## src/rtl/vga_pkg.sv

```systemverilog
// Shared VGA scan-out definitions: default 640x480@60 timing, RGB332 pixel type
// and the RGB332 -> RGB888 expansion used by the output stage.
package vga_pkg;

   localparam int H_ACTIVE_DEF = 640;
   localparam int H_FP_DEF     = 16;
   localparam int H_SYNC_DEF   = 96;
   localparam int H_BP_DEF     = 48;
   localparam int V_ACTIVE_DEF = 480;
   localparam int V_FP_DEF     = 10;
   localparam int V_SYNC_DEF   = 2;
   localparam int V_BP_DEF     = 33;

   localparam int H_TOTAL      = H_ACTIVE_DEF + H_FP_DEF + H_SYNC_DEF + H_BP_DEF;
   localparam int V_TOTAL      = V_ACTIVE_DEF + V_FP_DEF + V_SYNC_DEF + V_BP_DEF;
   localparam int H_SYNC_START = H_ACTIVE_DEF + H_FP_DEF;
   localparam int H_SYNC_END   = H_SYNC_START + H_SYNC_DEF;
   localparam int V_SYNC_START = V_ACTIVE_DEF + V_FP_DEF;
   localparam int V_SYNC_END   = V_SYNC_START + V_SYNC_DEF;

   // Wide enough for any realistic line/frame count.
   localparam int CNT_W = 12;

   typedef struct packed {
      logic [2:0] r;
      logic [2:0] g;
      logic [1:0] b;
   } rgb332_t;

   typedef struct packed {
      logic [7:0] r;
      logic [7:0] g;
      logic [7:0] b;
   } rgb888_t;

   function automatic rgb888_t expand332(input rgb332_t p);
      rgb888_t c;
      c.r = {p.r, p.r, p.r[2:1]};
      c.g = {p.g, p.g, p.g[2:1]};
      c.b = {p.b, p.b, p.b, p.b};
      return c;
   endfunction

endpackage

```

## src/rtl/vga_timing.sv

```systemverilog
// Pixel-tick divider and horizontal/vertical scan counters with raw
// (unpipelined) sync and active-area flags decoded from the counters.
module vga_timing
   import vga_pkg::*;
#(
   parameter int CLK_DIV  = 2,
   parameter int H_ACTIVE = H_ACTIVE_DEF,
   parameter int H_FP     = H_FP_DEF,
   parameter int H_SYNC   = H_SYNC_DEF,
   parameter int H_BP     = H_BP_DEF,
   parameter int V_ACTIVE = V_ACTIVE_DEF,
   parameter int V_FP     = V_FP_DEF,
   parameter int V_SYNC   = V_SYNC_DEF,
   parameter int V_BP     = V_BP_DEF
) (
   input  logic             clk,
   input  logic             reset,
   output logic             tick,
   output logic [CNT_W-1:0] h_cnt,
   output logic [CNT_W-1:0] v_cnt,
   output logic             hs,
   output logic             vs,
   output logic             active
);

   localparam int DIV_W   = (CLK_DIV > 1) ? $clog2(CLK_DIV) : 1;
   localparam int H_TOT   = H_ACTIVE + H_FP + H_SYNC + H_BP;
   localparam int V_TOT   = V_ACTIVE + V_FP + V_SYNC + V_BP;
   localparam int H_SS    = H_ACTIVE + H_FP;
   localparam int H_SE    = H_SS + H_SYNC;
   localparam int V_SS    = V_ACTIVE + V_FP;
   localparam int V_SE    = V_SS + V_SYNC;

   logic [DIV_W-1:0] div_reg;
   logic [CNT_W-1:0] h_cnt_reg;
   logic [CNT_W-1:0] v_cnt_reg;

   assign tick = (div_reg == DIV_W'(CLK_DIV - 1));

   always_ff @(posedge clk) begin
      if (reset) begin
         div_reg   <= '0;
         h_cnt_reg <= '0;
         v_cnt_reg <= '0;
      end else if (tick) begin
         div_reg <= '0;
         if (h_cnt_reg == CNT_W'(H_TOT - 1)) begin
            h_cnt_reg <= '0;
            v_cnt_reg <= (v_cnt_reg == CNT_W'(V_TOT - 1)) ? '0 : v_cnt_reg + 1'b1;
         end else begin
            h_cnt_reg <= h_cnt_reg + 1'b1;
         end
      end else begin
         div_reg <= div_reg + 1'b1;
      end
   end

   assign h_cnt  = h_cnt_reg;
   assign v_cnt  = v_cnt_reg;
   assign hs     = !((h_cnt_reg >= CNT_W'(H_SS)) && (h_cnt_reg < CNT_W'(H_SE)));
   assign vs     = !((v_cnt_reg >= CNT_W'(V_SS)) && (v_cnt_reg < CNT_W'(V_SE)));
   assign active = (h_cnt_reg < CNT_W'(H_ACTIVE)) && (v_cnt_reg < CNT_W'(V_ACTIVE));

endmodule

```

## src/rtl/vga_dmem_reader.sv

```systemverilog
// Scans an upscaled RGB332 image out of data-memory read port 1 onto VGA.
// Two tick-enabled stages: address/flags, then byte select and colour expand.
module vga_dmem_reader
   import vga_pkg::*;
#(
   parameter int          CLK_DIV   = 2,
   parameter int          H_ACTIVE  = H_ACTIVE_DEF,
   parameter int          H_FP      = H_FP_DEF,
   parameter int          H_SYNC    = H_SYNC_DEF,
   parameter int          H_BP      = H_BP_DEF,
   parameter int          V_ACTIVE  = V_ACTIVE_DEF,
   parameter int          V_FP      = V_FP_DEF,
   parameter int          V_SYNC    = V_SYNC_DEF,
   parameter int          V_BP      = V_BP_DEF,
   parameter logic [31:0] BASE_ADDR = 32'h0000_0800,
   parameter int          IMG_W     = 32,
   parameter int          IMG_H     = 32,
   parameter int          SCALE     = 4,
   parameter logic [7:0]  BG_COLOR  = 8'h00
) (
   input  logic        clk,
   input  logic        reset,
   output logic [31:0] addr1,
   input  logic [31:0] rd1,
   output logic        vga_hs,
   output logic        vga_vs,
   output logic        vga_blank_n,
   output logic [7:0]  vga_r,
   output logic [7:0]  vga_g,
   output logic [7:0]  vga_b,
   output logic        frame_start
);

   localparam int SCALE_SH = (SCALE > 1) ? $clog2(SCALE) : 0;

   logic             tick;
   logic [CNT_W-1:0] h_cnt;
   logic [CNT_W-1:0] v_cnt;
   logic             raw_hs;
   logic             raw_vs;
   logic             raw_active;

   vga_timing #(
      .CLK_DIV  (CLK_DIV),
      .H_ACTIVE (H_ACTIVE),
      .H_FP     (H_FP),
      .H_SYNC   (H_SYNC),
      .H_BP     (H_BP),
      .V_ACTIVE (V_ACTIVE),
      .V_FP     (V_FP),
      .V_SYNC   (V_SYNC),
      .V_BP     (V_BP)
   ) u_timing (
      .clk    (clk),
      .reset  (reset),
      .tick   (tick),
      .h_cnt  (h_cnt),
      .v_cnt  (v_cnt),
      .hs     (raw_hs),
      .vs     (raw_vs),
      .active (raw_active)
   );

   // Stage-1 address arithmetic, all at 32 bits.
   logic [31:0] h32;
   logic [31:0] v32;
   logic [31:0] ix;
   logic [31:0] iy;
   logic [31:0] addr_next;
   logic        in_img;
   logic        first_pix;

   assign h32 = 32'(h_cnt);
   assign v32 = 32'(v_cnt);

   if ((SCALE & (SCALE - 1)) == 0) begin : g_shift
      assign ix = h32 >> SCALE_SH;
      assign iy = v32 >> SCALE_SH;
   end else begin : g_div
      assign ix = h32 / 32'(SCALE);
      assign iy = v32 / 32'(SCALE);
   end

   assign in_img    = (h32 < 32'(IMG_W * SCALE)) && (v32 < 32'(IMG_H * SCALE));
   assign addr_next = BASE_ADDR + iy * 32'(IMG_W) + {ix[31:2], 2'b00};
   assign first_pix = (h_cnt == '0) && (v_cnt == '0);

   logic [31:0] addr_reg;
   logic [1:0]  bsel_reg;
   logic        in_img_reg;
   logic        active_reg;
   logic        hs1_reg;
   logic        vs1_reg;
   logic        first_reg;

   always_ff @(posedge clk) begin
      if (reset) begin
         addr_reg   <= BASE_ADDR;
         bsel_reg   <= '0;
         in_img_reg <= 1'b0;
         active_reg <= 1'b0;
         hs1_reg    <= 1'b1;
         vs1_reg    <= 1'b1;
         first_reg  <= 1'b0;
      end else if (tick) begin
         // Outside the window the address is parked so the memory port stays quiet.
         if (in_img) begin
            addr_reg <= addr_next;
         end
         bsel_reg   <= ix[1:0];
         in_img_reg <= in_img;
         active_reg <= raw_active;
         hs1_reg    <= raw_hs;
         vs1_reg    <= raw_vs;
         first_reg  <= first_pix;
      end
   end

   // Stage 2: rd1 is combinational on the registered addr1.
   rgb332_t pix;
   rgb888_t rgb_next;

   always_comb begin
      pix      = rgb332_t'(BG_COLOR);
      rgb_next = '0;
      if (in_img_reg) begin
         pix = rgb332_t'(rd1[{bsel_reg, 3'b000} +: 8]);
      end
      if (active_reg) begin
         rgb_next = expand332(pix);
      end
   end

   rgb888_t rgb_reg;
   logic    hs2_reg;
   logic    vs2_reg;
   logic    blank_n_reg;
   logic    frame_start_reg;

   always_ff @(posedge clk) begin
      if (reset) begin
         rgb_reg         <= '0;
         hs2_reg         <= 1'b1;
         vs2_reg         <= 1'b1;
         blank_n_reg     <= 1'b0;
         frame_start_reg <= 1'b0;
      end else begin
         frame_start_reg <= tick && first_reg;
         if (tick) begin
            rgb_reg     <= rgb_next;
            hs2_reg     <= hs1_reg;
            vs2_reg     <= vs1_reg;
            blank_n_reg <= active_reg;
         end
      end
   end

   assign addr1       = addr_reg;
   assign vga_hs      = hs2_reg;
   assign vga_vs      = vs2_reg;
   assign vga_blank_n = blank_n_reg;
   assign vga_r       = rgb_reg.r;
   assign vga_g       = rgb_reg.g;
   assign vga_b       = rgb_reg.b;
   assign frame_start = frame_start_reg;

endmodule

```

## config.mk

```make
export PLATFORM = sky130hd
export DESIGN_NAME = vga_dmem_reader
export DESIGN_NICKNAME = d
export VERILOG_FILES = /design/src/rtl/vga_pkg.sv /design/src/rtl/vga_timing.sv /design/src/rtl/vga_dmem_reader.sv
export SDC_FILE = /design/constraint.sdc
export NUM_CORES = 1
export LEC_CHECK = 0
export CORE_MARGIN = 1
export CORE_UTILIZATION = 25
export CTS_CLUSTER_SIZE = 8
export DETAILED_ROUTE_END_ITERATION = 6
export PLACE_DENSITY = 0.53
export RECOVER_POWER = 100
export SLEW_MARGIN = 20
export SYNTH_ARGS = -nofsm -noshare
export SYNTH_HDL_FRONTEND = slang
export SYNTH_HIERARCHICAL = 1
export SYNTH_SLANG_ARGS = --single-unit
```

## constraint.sdc

```tcl
create_clock -name clk -period 1.7 [get_ports clk]
set_input_delay 0.255 -clock clk [delete_from_list [all_inputs] [get_ports clk]]
set_output_delay 0.255 -clock clk [all_outputs]
set_load 0.01 [all_outputs]
```

* Word level (Yosys, flattened, before mapping)
Index checks and enable logic that the tools add are counted.
** Word-level totals
- Input port bits :: 34
- Output and inout bits :: 60
- Bits in registers :: 92
- Logic and storage cells :: 50
** Operators by class
- Reduce and logical (&&, ||, !) cells :: 13
- Order comparisons :: 8
- Shift operators :: 1
- Add/sub/neg operators :: 5
- Equality and inequality tests :: 2
- Mux-type cells :: 4
** Operators with widths (number)
- $shiftx 32x6->8 :: 1
- $add 12x1->12 const B :: 2
- $eq 12x10->1 const B :: 2
- $logic_not 12->1 :: 2
- $lt 12x10->1 const B :: 2
- $lt 12x8->1 const B :: 2
- $lt 12x9->1 const B :: 2
- $mux 12 :: 2
- $mux 24 :: 1
- $add 16x10->17 :: 1
- $add 12x15->16 const A :: 1
- $ge 12x10->1 const B :: 1
- $ge 12x9->1 const B :: 1
- $mux 8 :: 1
- $logic_and 1x1->1 :: 6
- $reduce_and 2->1 :: 2
- $logic_not 1->1 :: 2
- $reduce_or 2->1 :: 1
- $add 1x1->1 const B :: 1

* Depth between registers and ports, before layout
- Word-level depth :: 3
- Depth in mapped cells :: 8
- Mapped depth without buffers :: 7

* By module
The synthesis kept the hierarchy.
** By module, submodules not included
- vga_dmem_reader :: times used 1, area each 1831.8 um^2, sequential area each 660.6 um^2, cells each 194
- vga_timing :: times used 1, area each 1355.0 um^2, sequential area each 500.5 um^2, cells each 161

* Worst setup path before layout
Ideal clock, no wire load.
- Path type :: register -> register
- From :: register u_timing.v_cnt_reg[1] (netlist: u_timing/v_cnt[1])
- To :: register u_timing.v_cnt_reg[2] (netlist: u_timing/v_cnt[2])
- Arrival time :: 1.694 ns
- Data required time :: 1.605 ns
- Buffers on the path :: 2
- Setup slack :: -0.090 ns
- Period minus slack after synthesis :: 1.790 ns
- Cell stages (with the launch flop) :: 9
- Cells stage by stage :: dfxtp_1 -> clkbuf_1 -> inv_1 -> ha_1 -> nor4bb_1 -> a31oi_1 -> nand2b_1 -> buf_2 -> o311ai_1
** On the way
- Longest elaborated chain between the ends :: 2
- Elaborated cells on any way between the ends :: 3
** RTL lines
- start, declared :: RTL line vga_timing.sv:36 : logic [CNT_W-1:0] v_cnt_reg;
- start signal, assigned :: RTL line vga_timing.sv:49 : v_cnt_reg <= (v_cnt_reg == CNT_W'(V_TOT - 1)) ? '0 : v_cnt_reg + 1'b1;
- $add 12x1->12 or $eq 12x10->1 (tied branches) :: RTL line vga_timing.sv:49
- $mux 12 * :: RTL line vga_timing.sv:49
Every way passes the cells marked *; elsewhere a longest branch is shown, timed or not.
A chain may end at the register's enable or synchronous reset.

* Final worst setup path
- From :: register u_timing.h_cnt_reg[0] (netlist: u_timing/h_cnt[0])
- To :: register u_timing.v_cnt_reg[11] (netlist: u_timing/v_cnt[11])
** On the way
- Longest elaborated chain between the ends :: 2
** RTL lines
- start, declared :: RTL line vga_timing.sv:35 : logic [CNT_W-1:0] h_cnt_reg;
- start signal, assigned :: RTL line vga_timing.sv:51 : h_cnt_reg <= h_cnt_reg + 1'b1;
- $eq 12x10->1 :: RTL line vga_timing.sv:47 : if (h_cnt_reg == CNT_W'(H_TOT - 1)) begin
- $reduce_and 2->1 (no line)
Every way passes these cells.

==> flow_summary_export.csv <==
group,metric,value,unit
final_layout,multi_input_comb_area,0.00175,mm²
timing,slew_headroom,54.0,%
pwr,p_leak,1.75,nW
setup_path,r2r_setup_slack,0.06,ns
logic_synthesis,synth_edf_count,0,
drt,wl,8130,µm
outcome,run_status,"finished, final reports clean",
timing,clock_skew,0.00951,ns
pwr,power_frac_seq,37.8,%
placement,numPortBuffers,75,
timing,fin_crit,1.64,ns
cts,htree_levels,3,
setup_path,critPathMaxFanout,6,
drt,detail-route-antenna-nets,0,
cts,path_clk_slew,0.05,ns
floorplan,start_util,26.1,%
pwr,p_int,2.96,mW
cts,clock_latency,0.32,ns
setup_path,critical_path_arrival,1.90,ns
timing,finalSetupViolCount,0,
logic_synthesis,syn_avg_cell_area,8.98,µm²
final_layout,seq_area,0.00117,mm²
global_route,grt_pass1_wl,12900,µm
logic_synthesis,synth_cell_types,53,
pwr,ir_drop,0.423,mV
logic_synthesis,syn_inst,355,
min_path,hp-class,"flip-flop to flip-flop",
min_path,min_to,"frame_start$_SDFF_PP0_",
final_layout,drive_gt1_share,17.5,%
setup_path,crit-reg2reg-launch,"u_timing/h_cnt[0]$_SDFFE_PP0P_",
timing,fmax,0.611,GHz
final_layout,fin_area,0.00451,mm²
final_layout,syn_to_final_growth,41.5,%
drt,vias,2808,
placement,placed_area,0.00412,mm²
cts,clk_path_buf_depth,2,
drt,drt_iter0_markers,154,
setup_path,start_kind,"flip-flop",
timing,maxSlewViolCount,0,
logic_synthesis,syn_area,0.00319,mm²
drt,wirelength_met1,3790,µm
setup_path,crit_type,"flip-flop to flip-flop",
floorplan,num_rows,40,
min_path,hold_start,"first_reg$_SDFFE_PP0P_",
drt,wl_met2,3690,µm
logic_synthesis,yosysMostFrequentCell,"dfxtp_1",
placement,place_congestion,0.864,
cts,cts_sinks,58,
timing,tightest_slew,0.690,ns
pwr,power.share.combinational,9.7,%
global_route,grt_overflow,0,
drt,wl_per_cell,13.2,µm
final_layout,final_cells,614,
drt,top_layer,"met4",
logic_synthesis,async_flop_share,0,%
cts,tritoncts.num_buffers,9,
floorplan,io_pins,94,
logic_synthesis,ys_ff_latch,58,
setup_path,reg2regPathDepth,5,
floorplan,dieWidth,115,µm
drt,dr.pass1.iters,5,
logic_synthesis,ys_seq_area_share,36.4,%
pwr,switchingPower,0.819,mW
timing,fin_crit_sh,96.3,%
cts,clock-root-buffer,"clkbuf_16",
final_layout,largest_register_ffs,14,
timing,final_hold_viol_count,0,
pwr,pwr-share-clk,52.5,%
global_route,groute.usage.overall,12.4,%
floorplan,die_area,0.0132,mm²
final_layout,nets,486,
setup_path,required,1.96,ns
global_route,antenna_found_initial,0,
drt,viasPerCell,4.57,
setup_path,cp-end-kind,"flip-flop",
flow_run,maxCapViolations,0,
pwr,p_per_area,837,mW/mm²
setup_path,r2r_end,"u_timing/v_cnt[11]$_SDFFE_PP0P_",
cts,cts_tree,"yes",
logic_synthesis,synthTopCellsByCount,"58 x dfxtp_1, 34 x buf_4, 33 x nor2_1",
global_route,grt_max_degree,36,
placement,dp_hpwl,5950,µm
drt,wl_met3,530,µm
floorplan,die_h,115,µm
pwr,p_total,3.78,mW
final_layout,n_antenna_cell,0,
cts,cts_hold_buf,0,
logic_synthesis,yosys-top-cells-area,"dfxtp_1 36%, buf_4 8.0%, mux4_2 5.7%, ha_1 3.9%, nor2_1 3.9%",
logic_synthesis,synth_warnings,6,
final_layout,nFillCells,1294,
pwr,power_switching_share,21.7,%
floorplan,core_area,0.0122,mm²
logic_synthesis,synthFlopType,"dfxtp_1",
min_path,hold_depth,2,
drt,route.detailed.drc,0,
logic_synthesis,synth_top_area_share,36.4,%
placement,dp_cells,597,
global_route,first_global_vias,2626,
logic_synthesis,synth_area_leader_cell,"dfxtp_1",
worst max-delay path: stages (launching register included):
cell     delay, ns
dfxtp_1       0.33
ha_2          0.20
and3_4        0.21
nand4_4       0.15
or4_4         0.55
a21oi_2       0.13
power groups by stage:
| stage | sequential [mW] | clock (mW) | combinational [mW] |
|---|---|---|---|
| 6_report | 1.43 | 1.98 | 0.368 |
| 3_3_place_gp | 1.45 | 0 | 0.364 |
| 3_5_place_dp | 1.46 | 0 | 0.368 |
| 2_1_floorplan | 1.46 | 0 | 0.209 |
| 4_1_cts | 1.43 | 2.04 | 0.370 |
| 5_1_grt | 1.43 | 2.08 | 0.403 |
through the flow:
step	worst slack (ns)	setup TNS (ns)	util (%)	hold slack (ns)
floorplan	0.0182	0	-	0.322
global placement	0.0148	0	33.7	0.436
detailed placement	-0.00852	-0.00852	33.7	0.429
CTS	0.00771	0	36.5	0.435
global route	-0.0124	-0.0124	36.9	0.450
finish	0.0623	0	36.9	0.435
cell families (layout without fill, tap and decap cells):
| family | after synthesis | after routing | synth area share (%) |
|---|---|---|---|
| AOI/OAI and AO/OA | 57 | 57 | 11.5 |
| xor gates and xnor gates | 12 | 12 | 3.30 |
| and+or+nand+nor | 140 | 140 | 24.9 |
| buffers and inverters | 64 | 138 | 12.2 |
| adders and majority gates | 11 | 11 | 4.55 |
| DFF | 58 | 58 | 36.4 |
| muxes | 12 | 12 | 6.91 |
| other | 1 | 18 | 0.118 |
repair_timing:
| item | in CTS | in global routing |
|---|---|---|
| gates cloned | 0 | 0 |
| buffers inserted | 0 | 1 |
| resized for setup | 3 | 13 |
| endpoints found under the hold margin | 0 | 0 |
| endpoints found under the setup margin | 3 | 18 |
per-layer routing:
layer | vias to the layer above | GRT usage (%)
met2 | 111 | 20.0
met4 | 0 | 4.85
met1 | 1304 | 15.6
met5 | - | 0
li1 | 1381 | -
met3 | 12 | 3.53
how the worst max path moves through the flow:
stage,from,to,cells after the start
after floorplan,u_timing/v_cnt[1]$_SDFFE_PP0P_,u_timing/v_cnt[2]$_SDFFE_PP0P_,8
after global placement,u_timing/h_cnt[7]$_SDFFE_PP0P_,addr1[9]$_SDFFE_PP0P_,7
after CTS,u_timing/v_cnt[2]$_SDFFE_PP0P_,addr1[9]$_SDFFE_PP0P_,7
after detailed placement,u_timing/h_cnt[7]$_SDFFE_PP0P_,addr1[9]$_SDFFE_PP0P_,7
final,u_timing/h_cnt[0]$_SDFFE_PP0P_,u_timing/v_cnt[11]$_SDFFE_PP0P_,5
after global routing,u_timing/h_cnt[1]$_SDFFE_PP0P_,u_timing/v_cnt[11]$_SDFFE_PP0P_,5
cell type report:
cell class	count	area share, %
Tap cell	168	4.66
Clock inverter	4	1.64
Timing Repair Buffer	109	22.2
Inverter	13	1.08
Multi-Input combinational cell	250	38.8
Clock buffer	12	5.69
Sequential cell	58	25.9
cell usage in the layout (no fill, tap or decap), types with 3 or more instances in the layout:
cell type        Yosys  final
and3_1               6      4
nor3_1               6      5
nand2b_1             8      6
xor2_1               7      7
mux2i_1              4      4
dfxtp_1             58     54
dlygate4sd3_1        0     19
a211o_1              4      4
o211ai_1             6      6
buf_4               34     32
and2_1               7      7
nor2b_1             10     10
xnor2_1              5      5
o21ai_0              5      5
a21oi_1             23     21
mux4_2               8      8
nand2_1             25     25
nor4_1               3      3
nand4_1              8      8
clkdlybuf4s50_1      0     56
conb_1               1     18
nor2_1              33     33
and4_1               4      4
inv_1               12     12
nand3_1             12     12
clkbuf_16            0      9
dfxtp_2              0      3
ha_1                10      9
o31ai_1              6      6
Note: power is estimated with default switching activity, not from simulation.
